**src/rtl/cmd_dispatch_if.sv**
```systemverilog
// rtl/cmd_dispatch_if.sv - SPI slave command/response handshake bundle for cmd_dispatch
interface cmd_dispatch_if;
   logic [15:0] cmd_rcvd;
   logic        cmd_rdy;
   logic        rsp_rdy;
   logic [15:0] tx_data;
   logic        wrt;

   // SPI slave side: supplies commands and tx buffer status, accepts responses
   modport master (
      output cmd_rcvd, cmd_rdy, rsp_rdy,
      input  tx_data, wrt
   );

   // Dispatcher side
   modport slave (
      input  cmd_rcvd, cmd_rdy, rsp_rdy,
      output tx_data, wrt
   );
endinterface

```
**src/rtl/cmd_dispatch.sv**
```systemverilog
// rtl/cmd_dispatch.sv - SPI command decoder, 8x8 config regs and capture RAM dump engine; optional watchdog via DUMP_TIMEOUT_EN
module cmd_dispatch #(
   parameter int RAM_AW      = 9,
   parameter int RAM_LAT     = 1,
   parameter int TIMEOUT_CYC = 4096
) (
   input  logic              clk,
   input  logic              rst_n,
   cmd_dispatch_if.slave     spi,
   output logic [RAM_AW-1:0] ram_addr,
   output logic              ram_rd_en,
   input  logic [15:0]       ram_rdata,
   output logic [63:0]       cfg_regs,
   output logic              dump_busy
);

   typedef enum logic [2:0] {
      S_IDLE,
      S_EXEC,
      S_DUMP_RD,
      S_DUMP_DATA,
      S_DUMP_TX
   } state_t;

   localparam logic [1:0] LAT_LAST = 2'(RAM_LAT - 1);

   state_t      state;
   logic        cmd_rdy_q;
   logic        pend;        // command accepted but not yet executed
   logic [15:0] cmd_q;
   logic [8:0]  remaining;   // words left in the running dump (1..256)
   logic [1:0]  lat_cnt;
   logic [15:0] dump_word;

`ifdef DUMP_TIMEOUT_EN
   localparam int TW = $clog2(TIMEOUT_CYC + 1);
   logic [TW-1:0] to_cnt;
`endif

   logic        new_cmd;
   logic [15:0] cmd_word;
   logic [3:0]  op;
   logic [2:0]  wa;
   logic [7:0]  wd;
   logic        unused_bit;

   // Rising cmd_rdy marks a fresh command; a deferred one is replayed from cmd_q
   always_comb begin
      new_cmd  = spi.cmd_rdy & ~cmd_rdy_q;
      cmd_word = pend ? cmd_q : spi.cmd_rcvd;
      op       = cmd_word[15:12];
      wa       = cmd_word[10:8];
      wd       = cmd_word[7:0];
   end

   assign unused_bit = cmd_word[11];

   // Main control: command decode, register file, dump sequencing
   always_ff @(posedge clk or negedge rst_n) begin
      if (!rst_n) begin
         state       <= S_IDLE;
         cmd_rdy_q   <= 1'b0;
         pend        <= 1'b0;
         cmd_q       <= '0;
         remaining   <= '0;
         lat_cnt     <= '0;
         dump_word   <= '0;
         spi.tx_data <= '0;
         spi.wrt     <= 1'b0;
         ram_addr    <= '0;
         ram_rd_en   <= 1'b0;
         cfg_regs    <= '0;
         dump_busy   <= 1'b0;
`ifdef DUMP_TIMEOUT_EN
         to_cnt      <= '0;
`endif
      end else begin
         cmd_rdy_q <= spi.cmd_rdy;
         spi.wrt   <= 1'b0;
         ram_rd_en <= 1'b0;
         case (state)
            S_IDLE: begin
               if (new_cmd || pend) begin
                  cmd_q <= cmd_word;
                  if (spi.wrt) begin
                     // A strobe is on the wire this cycle; hold off one cycle
                     pend <= 1'b1;
                  end else begin
                     pend  <= 1'b0;
                     state <= S_EXEC;
                     case (op)
                        4'h1: begin
                           cfg_regs[{wa, 3'b000} +: 8] <= wd;
                           spi.tx_data <= 16'hA5A5;
                           spi.wrt     <= 1'b1;
                        end
                        4'h2: begin
                           spi.tx_data <= {8'h00, cfg_regs[{wa, 3'b000} +: 8]};
                           spi.wrt     <= 1'b1;
                        end
                        4'h3: ;
                        default: begin
                           spi.tx_data <= 16'hEEEE;
                           spi.wrt     <= 1'b1;
                        end
                     endcase
                  end
               end
            end
            S_EXEC: begin
               if (cmd_q[15:12] == 4'h3) begin
                  ram_addr  <= cfg_regs[48 +: RAM_AW];
                  ram_rd_en <= 1'b1;
                  remaining <= (cmd_q[7:0] == 8'd0) ? 9'd256 : {1'b0, cmd_q[7:0]};
                  dump_busy <= 1'b1;
                  state     <= S_DUMP_RD;
               end else begin
                  state <= S_IDLE;
               end
            end
            default: begin
               if (new_cmd) begin
                  // Abort: drop any read in flight and replay the command from IDLE
                  state     <= S_IDLE;
                  dump_busy <= 1'b0;
                  pend      <= 1'b1;
                  cmd_q     <= spi.cmd_rcvd;
`ifdef DUMP_TIMEOUT_EN
                  to_cnt    <= '0;
`endif
               end else begin
                  case (state)
                     S_DUMP_RD: begin
                        lat_cnt <= '0;
                        state   <= S_DUMP_DATA;
                     end
                     S_DUMP_DATA: begin
                        if (lat_cnt == LAT_LAST) begin
                           dump_word <= ram_rdata;
                           state     <= S_DUMP_TX;
                        end else begin
                           lat_cnt <= lat_cnt + 2'd1;
                        end
                     end
                     S_DUMP_TX: begin
                        if (!spi.rsp_rdy) begin
                           spi.wrt     <= 1'b1;
                           spi.tx_data <= dump_word;
                           remaining   <= remaining - 9'd1;
                           ram_addr    <= ram_addr + 1'b1;
`ifdef DUMP_TIMEOUT_EN
                           to_cnt      <= '0;
`endif
                           if (remaining == 9'd1) begin
                              state     <= S_IDLE;
                              dump_busy <= 1'b0;
                           end else begin
                              ram_rd_en <= 1'b1;
                              state     <= S_DUMP_RD;
                           end
                        end
`ifdef DUMP_TIMEOUT_EN
                        else if (to_cnt == TW'(TIMEOUT_CYC - 1)) begin
                           spi.wrt      <= 1'b1;
                           spi.tx_data  <= 16'hDEAD;
                           cfg_regs[47] <= 1'b1;
                           state        <= S_IDLE;
                           dump_busy    <= 1'b0;
                           to_cnt       <= '0;
                        end else begin
                           to_cnt <= to_cnt + 1'b1;
                        end
`endif
                     end
                     default: state <= S_IDLE;
                  endcase
               end
            end
         endcase
      end
   end

endmodule

```
**src/flat_wrapper.sv**
```systemverilog
// flat-port wrapper written by rule: the top's interface ports become plain ports
module cmd_dispatch_flat 
#(
   parameter int RAM_AW      = 9,
   parameter int RAM_LAT     = 1,
   parameter int TIMEOUT_CYC = 4096
)
  (clk, rst_n, ram_addr, ram_rd_en, ram_rdata, cfg_regs, dump_busy, spi_cmd_rcvd, spi_cmd_rdy, spi_rsp_rdy, spi_tx_data, spi_wrt);
  cmd_dispatch_if spi_i ();
  input  logic clk;
  input  logic rst_n;
  output logic [RAM_AW-1:0] ram_addr;
  output logic ram_rd_en;
  input  logic [15:0] ram_rdata;
  output logic [63:0] cfg_regs;
  output logic dump_busy;
  input wire logic [$bits(spi_i.cmd_rcvd)-1:0] spi_cmd_rcvd;
  input wire logic [$bits(spi_i.cmd_rdy)-1:0] spi_cmd_rdy;
  input wire logic [$bits(spi_i.rsp_rdy)-1:0] spi_rsp_rdy;
  output wire logic [$bits(spi_i.tx_data)-1:0] spi_tx_data;
  output wire logic [$bits(spi_i.wrt)-1:0] spi_wrt;
  assign spi_i.cmd_rcvd = spi_cmd_rcvd;
  assign spi_i.cmd_rdy = spi_cmd_rdy;
  assign spi_i.rsp_rdy = spi_rsp_rdy;
  assign spi_tx_data = spi_i.tx_data;
  assign spi_wrt = spi_i.wrt;
  cmd_dispatch #(.RAM_AW(RAM_AW), .RAM_LAT(RAM_LAT), .TIMEOUT_CYC(TIMEOUT_CYC)) u_core (.clk(clk), .rst_n(rst_n), .spi(spi_i), .ram_addr(ram_addr), .ram_rd_en(ram_rd_en), .ram_rdata(ram_rdata), .cfg_regs(cfg_regs), .dump_busy(dump_busy));
endmodule
```
**config.mk**
```make
export PLATFORM = sky130hd
export DESIGN_NAME = cmd_dispatch_flat
export DESIGN_NICKNAME = d
export VERILOG_FILES = /design/src/rtl/cmd_dispatch_if.sv /design/src/rtl/cmd_dispatch.sv /design/src/flat_wrapper.sv
export SDC_FILE = /design/constraint.sdc
export NUM_CORES = 1
export LEC_CHECK = 0
export ABC_AREA = 1
export ABC_CLOCK_PERIOD_IN_PS = 4200
export BUFFER_PORTS_ARGS = -buffer_cell sky130_fd_sc_hd__buf_2
export CELL_PAD_IN_SITES_DETAIL_PLACEMENT = 1
export CELL_PAD_IN_SITES_GLOBAL_PLACEMENT = 1
export CORE_ASPECT_RATIO = 0.6
export CORE_UTILIZATION = 44
export DETAILED_ROUTE_END_ITERATION = 8
export HOLD_SLACK_MARGIN = 0.12
export PLACE_DENSITY = 0.86
export SETUP_SLACK_MARGIN = 0.4
export SLEW_MARGIN = 20
export SYNTH_ARGS = -nofsm -noshare
export SYNTH_HDL_FRONTEND = slang
export SYNTH_SLANG_ARGS = --single-unit
```
**constraint.sdc**
```tcl
create_clock -name clk -period 4.2 [get_ports clk]
set_clock_uncertainty 0.2 [all_clocks]
set_input_delay 0 -clock clk [delete_from_list [all_inputs] [get_ports clk]]
set_output_delay 0 -clock clk [all_outputs]
set_load 0.05 [all_outputs]
```
==> metrics.txt, run 1 <==
row cnt=36; first-pass detailed-route iteration total=5; Seq cells post-synth=about 140; first-pass GRT wire length=43100 µm; vias in the first global route=7853; Worst Hold Class=in2reg; Leak=0.00470 µW; Worst path max stage delay=580 ps; GPL Wtd Cong=0.898; total CTS buffers=17; Slew headroom=33.8%; largest net degree at the start of global routing=71; CP bufs+invs=4; root buffer selected by CTS=clkbuf_16; ANT cells=0; Synth top area share=46.6%; RSZ-0062 raised after global routing=false; via count=7794; Final Non-Filler Cells=1401; Synth area leaders=dfrtp_1 (47%), nand2_1 (15%), nand3_1 (6.9%); CP startpoint=u_core.pend; critical-path maximum fanout=17; Final Max Tran Viols=0; sequential-to-total area share from yosys stat=46.6%; Routed WL=between 20000 and 30000 µm; Top FF cell, synth=dfrtp_1; GRT overflow=0; Cell Area, Placed=approximately 8300 µm²; Post-Route Utilization=57.1%; run status=completed; Yosys cell types=37; Via density=5.56; DRC=0; Worst Setup End Kind=flip-flop; Post-Synthesis Cell Area=7460 µm²; Post-synth EDFFs=0; Fmax=0.290 GHz; Power Dens Cells=896 nW/µm²; CP max stage cell=dfrtp_1; cells along the critical path=inv_4 -> nand2_1 -> nand2_2 -> inv_4 -> ha_1 -> ha_1 -> clkinv_1 -> nand2_2 -> nor2_2 -> inv_2 -> nor3_4 -> o21ai_0; Yosys top cell by area=dfrtp_1; Design Area, Final=9360 µm²; Routed Antenna Nets=0; crit start category=flip-flop; clock buffer depth=2; FFs w/ async S/R, synth=100%; Hold WS=130 ps; share of layout cells above drive strength 1=18.7%; YS warnings=0; Final setup viols=0; dpl hpwl=between 15000 and 20000 µm; Die Ht=103 µm; initial antenna violation count=0; Synth-to-Final Area Change=25.4%; GRT Overall Usage=32.8%; hold path start=ram_rdata[7]; clock period minus worst slack=3440 ps; placed cells=1322; CP Data Arrival Time=between 3000 and 4000 ps; worst-margin pin slew=982 ps; fin crit share=82.0%; Setup TNS Final=0 ps; wire per inst=19.9 µm; Mapped Nets=1036; CTS tree=done; Worst Path Required=4270 ps; Port Buf Inserts=126; Core Area=16400 µm²; IO Pins=128; Hold Vio Cnt, Final=0; Crit Path Category=reg2reg; CP delay by family, top=simple AND/OR/NAND/NOR gates; Gate Count Post-Synth=993; clock sinks=139; clock transition at the registers of the reported paths=about 80 ps; peak supply drop=0.407 mV; syn avg cell area=7.52 µm²; Final nets=1203; reg2reg setup slack=760 ps; die footprint=17500 µm²; H-Tree Level Count=4; initial drt markers=between 500 and 600; worst skew pair latency=440 ps; Die X=170 µm; initial core utilization=45.5%; reg2reg start=u_core.pend; Max-cap violations=0
where the power goes:
part           total [µW]  internal (µW)  switching (µW)
Clock                1580            858             720
Combinational        4610           1140            3470
Sequential           2200           1810             389
Total                8390           3810            4580
through the flow:
step                      power [µW]  setup slack [ps]
after floorplan                 5310              1460
after global placement          6420              1110
after detailed placement        6580              1020
after CTS                       8240               857
after global routing            8840               581
final                           8390               757
flip-flops by register name, indices dropped and copies added (netlist names):
| register | cells |
|---|---|
| u_core.cfg_regs | 64 |
| u_core.dump_word | 16 |
| u_core.spi.tx_data | 16 |
| u_core.cmd_q | 15 |
| u_core.ram_addr | 9 |
| u_core.remaining | 9 |
| u_core.state | 3 |
| u_core.lat_cnt | 2 |
| u_core.cmd_rdy_q | 1 |
| u_core.dump_busy | 1 |
| u_core.pend | 1 |
| u_core.ram_rd_en | 1 |
| u_core.spi.wrt | 1 |
worst reg2reg max path, delay by kind of cell (launching register included):
family / cells / cell delay [ps]
adder cells (fa/ha/maj): 2 / 390
flip-flops: 1 / 580
AND/OR/NAND/NOR: 5 / 1290
buffers and inverters: 4 / 620
AO/OA/AOI/OAI: 1 / 210
layout make-up:
class                   count  area, µm²
repair buffers            189       1240
fillers                  2104       7040
clock inverters            14        150
well taps                 228        285
multi-input cells         688       3290
inverters                 125        475
clock buffers              18        439
flip-flops and latches    139       3480
cell usage after synthesis (3+ instances only):
master    count
nor3_1       12
o211ai_1     13
nor2_4        8
nand2_1     301
nand2_2      12
o21ai_0      96
inv_2         6
o21ai_1      17
xor2_1        3
nor2_1       52
buf_2        11
inv_1       115
a31oi_1       5
a21oi_1      35
dfrtp_1     139
buf_6         6
nand3_1     103
nor2_2        3
ha_1          7
clkbuf_1     21
nand3b_1      4
per-layer routing:
metal	wire length, µm	up-vias	GRT usage (%)	share of wire (%)
met5	0	-	0	0
met4	490	0	9.36	1.8
met3	1730	40	5.80	6.2
met2	13200	279	55.2	47
met1	12400	3951	43.8	45
li1	-	3524	-	-
layout by cell type (no fill, tap or decap), types with 5 or more instances in the layout:
cell type	count
o211ai_1	13
buf_4	16
a31oi_1	5
dlygate4sd3_1	46
nand3_1	103
dfrtp_1	139
nor2_4	8
nor3_1	11
inv_2	6
a21oi_1	35
nand2_2	12
buf_2	125
inv_1	115
nand2_1	301
o21ai_0	96
clkbuf_16	17
ha_1	7
nor2_1	51
o21ai_1	17
repair_timing:
item,CTS,global route
gates resized for setup,0,0
endpoints found under the hold margin,220,0
hold buffers,47,0
setup buffers,0,0
final timing paths:
check	to	cells after the start
min reg2reg	u_core.spi.tx_data[5]	2
max reg2reg	u_core.cfg_regs[16]	12
min	u_core.dump_word[7]	4
max in group asynchronous	u_core.cfg_regs[3]	4
min in group asynchronous	u_core.ram_addr[5]	4
max	u_core.cfg_regs[16]	12
cell families (layout without fill, tap and decap cells):
group           count (synthesis)  after routing  share of synthesized area, %
simple gates                  506            506                          30.1
buf+inv                       166            346                          9.47
xor+xnor                        4              4                         0.469
compound gates                171            171                          12.2
flops                         139            139                          46.6
fa+ha+maj                       7              7                          1.17
(Power assumes the default switching activity.)
==> run 2: changes to the inputs <==
- ABC_CLOCK_PERIOD_IN_PS: 4200 -> 3100
- CORE_UTILIZATION: 44 -> 37
- PLACE_DENSITY: 0.86 -> 0.77
- clock period: 4.2 -> 3.1 ns (I/O delays scaled with it)
==> run 2 against run 1 <==
Sequential power increased by 34%; worst hold slack gained 2.2 ps; combinational power increased by 37%; clock power is 47% higher; wire length down 5.5%; global-route usage shrank 6.5 points; first-iteration DRC count shrank 29%; utilization fell by 7.2 points; critical endpoint is now u_core.cfg_regs[24]; largest cell class unchanged; fmax grew 33%; via count down 3.4%; register-to-register slack got worse by 250 ps; die area increased by 19%.
==> metrics.txt, run 2 (synthesis results as in run 1) <==
clock transition at the registers of the reported paths=60 ps; clock period minus worst slack=2600 ps; clock buffer depth=2; Worst path max stage delay=470 ps; Routed Antenna Nets=0; Final nets=1226; Crit Path Category=reg2reg; Final setup viols=0; Worst Setup End Kind=flip-flop; Die X=around 190 µm; RSZ-0062 raised after global routing=true; most frequent cells in the layout=nand2_1 (301), dfrtp_1 (139), buf_2 (125); IO Pins=128; peak supply drop=0.593 mV; clock sinks=between 100 and 150; largest net degree at the start of global routing=89; worst skew pair latency=440 ps; run status=completed; Max-cap violations=0; Fmax=0.385 GHz; dpl hpwl=18200 µm; initial drt markers=427; Hold Vio Cnt, Final=0; wire per inst=18.0 µm; die footprint=20800 µm²; Final Max Tran Viols=0; Slew headroom=42.8%; vias in the first global route=7571; Cell Area, Placed=about 8400 µm²; CP Data Arrival Time=between 2000 and 3000 ps; Leak=0.00485 µW; fin crit share=83.7%; GRT Overall Usage=a little over a quarter; root buffer selected by CTS=clkbuf_16; Worst Hold Class=in2reg; max FFs per register=64; Hold WS=132 ps; Routed WL=26300 µm; crit start category=flip-flop; Synth-to-Final Area Change=29.6%; CTS tree=done; initial core utilization=38.5%; cells along the critical path=inv_4 -> nand2_1 -> nand2_2 -> inv_4 -> ha_1 -> ha_2 -> nand2_1 -> nor2_4 -> nand2_1 -> o21ai_0; commonest non-fill, non-tap cell in the layout=nand2_1; Power Dens Cells=1200 nW/µm²; Most flops, register=u_core.cfg_regs; total CTS buffers=17; Design Area, Final=9670 µm²; most frequent CP cell=nand2_1; worst-margin pin slew=~860 ps; ANT cells=0; GPL Wtd Cong=around 0.86; Core Area=19400 µm²; initial antenna violation count=0; Via density=about 5.1; Setup TNS Final=0 ps; DRC=0; largest registers=u_core.cfg_regs x64, u_core.dump_word x16, u_core.spi.tx_data x16; Worst Path Required=3250 ps; first-pass GRT wire length=41100 µm; Die Ht=112 µm; first-pass detailed-route iteration total=5; H-Tree Level Count=4; critical-path maximum fanout=13; CP max stage cell=dfrtp_1; row cnt=39; via count=7529; Port Buf Inserts=126; share of layout cells above drive strength 1=between 10% and 20%; GRT overflow=0
## run 2: cell types whose count changed in the layout (fill, tap and decap cells not counted), moves of 2 or more
cell           change
nand2_4            +2
clkinv_2           +3
clkinvlp_4         -2
inv_8              -4
inv_6              -4
buf_4             +19
bufinv_16          +5
dlygate4sd3_1      +3
clkbuf_1           +3
nand2_2            -2
## run 2: routing by layer
| metal | up-vias | wire length, µm | track usage, % |
|---|---|---|---|
| met5 | - | 0 | 0 |
| met4 | 0 | 329 | 6.89 |
| li1 | 3571 | - | - |
| met3 | 21 | 1570 | 6.39 |
| met2 | 199 | 12000 | 41.2 |
| met1 | 3738 | 12400 | 36.2 |
## run 2: path summary, 6_finish.rpt
check	cells after the start	slack, ps	start	endpoint
max in group asynchronous	4	1250	rst_n	u_core.spi.tx_data[10]
max reg2reg	10	500	u_core.pend	u_core.cfg_regs[24]
min in group asynchronous	3	520	rst_n	u_core.ram_addr[5]
max	10	500	u_core.pend	u_core.cfg_regs[24]
min reg2reg	2	280	u_core.dump_word[0]	u_core.dump_word[0]
min	4	130	ram_rdata[5]	u_core.dump_word[5]
## run 2: what timing repair did
action / CTS / global route
hold buffers: 49 / 0
pin swaps: 1 / 2
gates cloned: 0 / 1
gates resized for setup: 0 / 5
setup buffers: 3 / 2
endpoints found under the setup margin: 8 / 46
hold endpoints to repair: 248 / 0
## run 2: area by class of cell
type	instances	area, µm²
clock buffer	20	437
clock inverter	12	220
fill	2435	9700
inverter	125	475
multi-input combinational	689	3320
sequential	139	3480
tap	266	333
timing repair buffer	211	1410
## run 2: worst max-delay path, delay by kind of cell, from the launching register on
kind                       cells  cell delay [ps]
and+or+nand+nor                5              770
adders and majority gates      2              630
DFF                            1              470
AOI/OAI and AO/OA              1              200
buffers and inverters          2              250
## run 2: report_power, final
part	total [µW]	leakage, µW	switching [µW]	internal, µW
Clock	2330	0.000318	828	1510
Sequential	2950	0.00167	486	2460
Combinational	6330	0.00286	4650	1680
## run 2: through the flow
step | util, % | instances | total power [µW] | worst slack (ps)
CTS | 49.6 | 1459 | 11500 | 464
floorplan | - | 993 | 7210 | 478
detailed placement | 43.6 | 1375 | 9090 | 410
global placement | 43.6 | 1375 | 8920 | 464
global route | 49.9 | 1462 | 12300 | 393
finish | 49.9 | 1462 | 11600 | 505
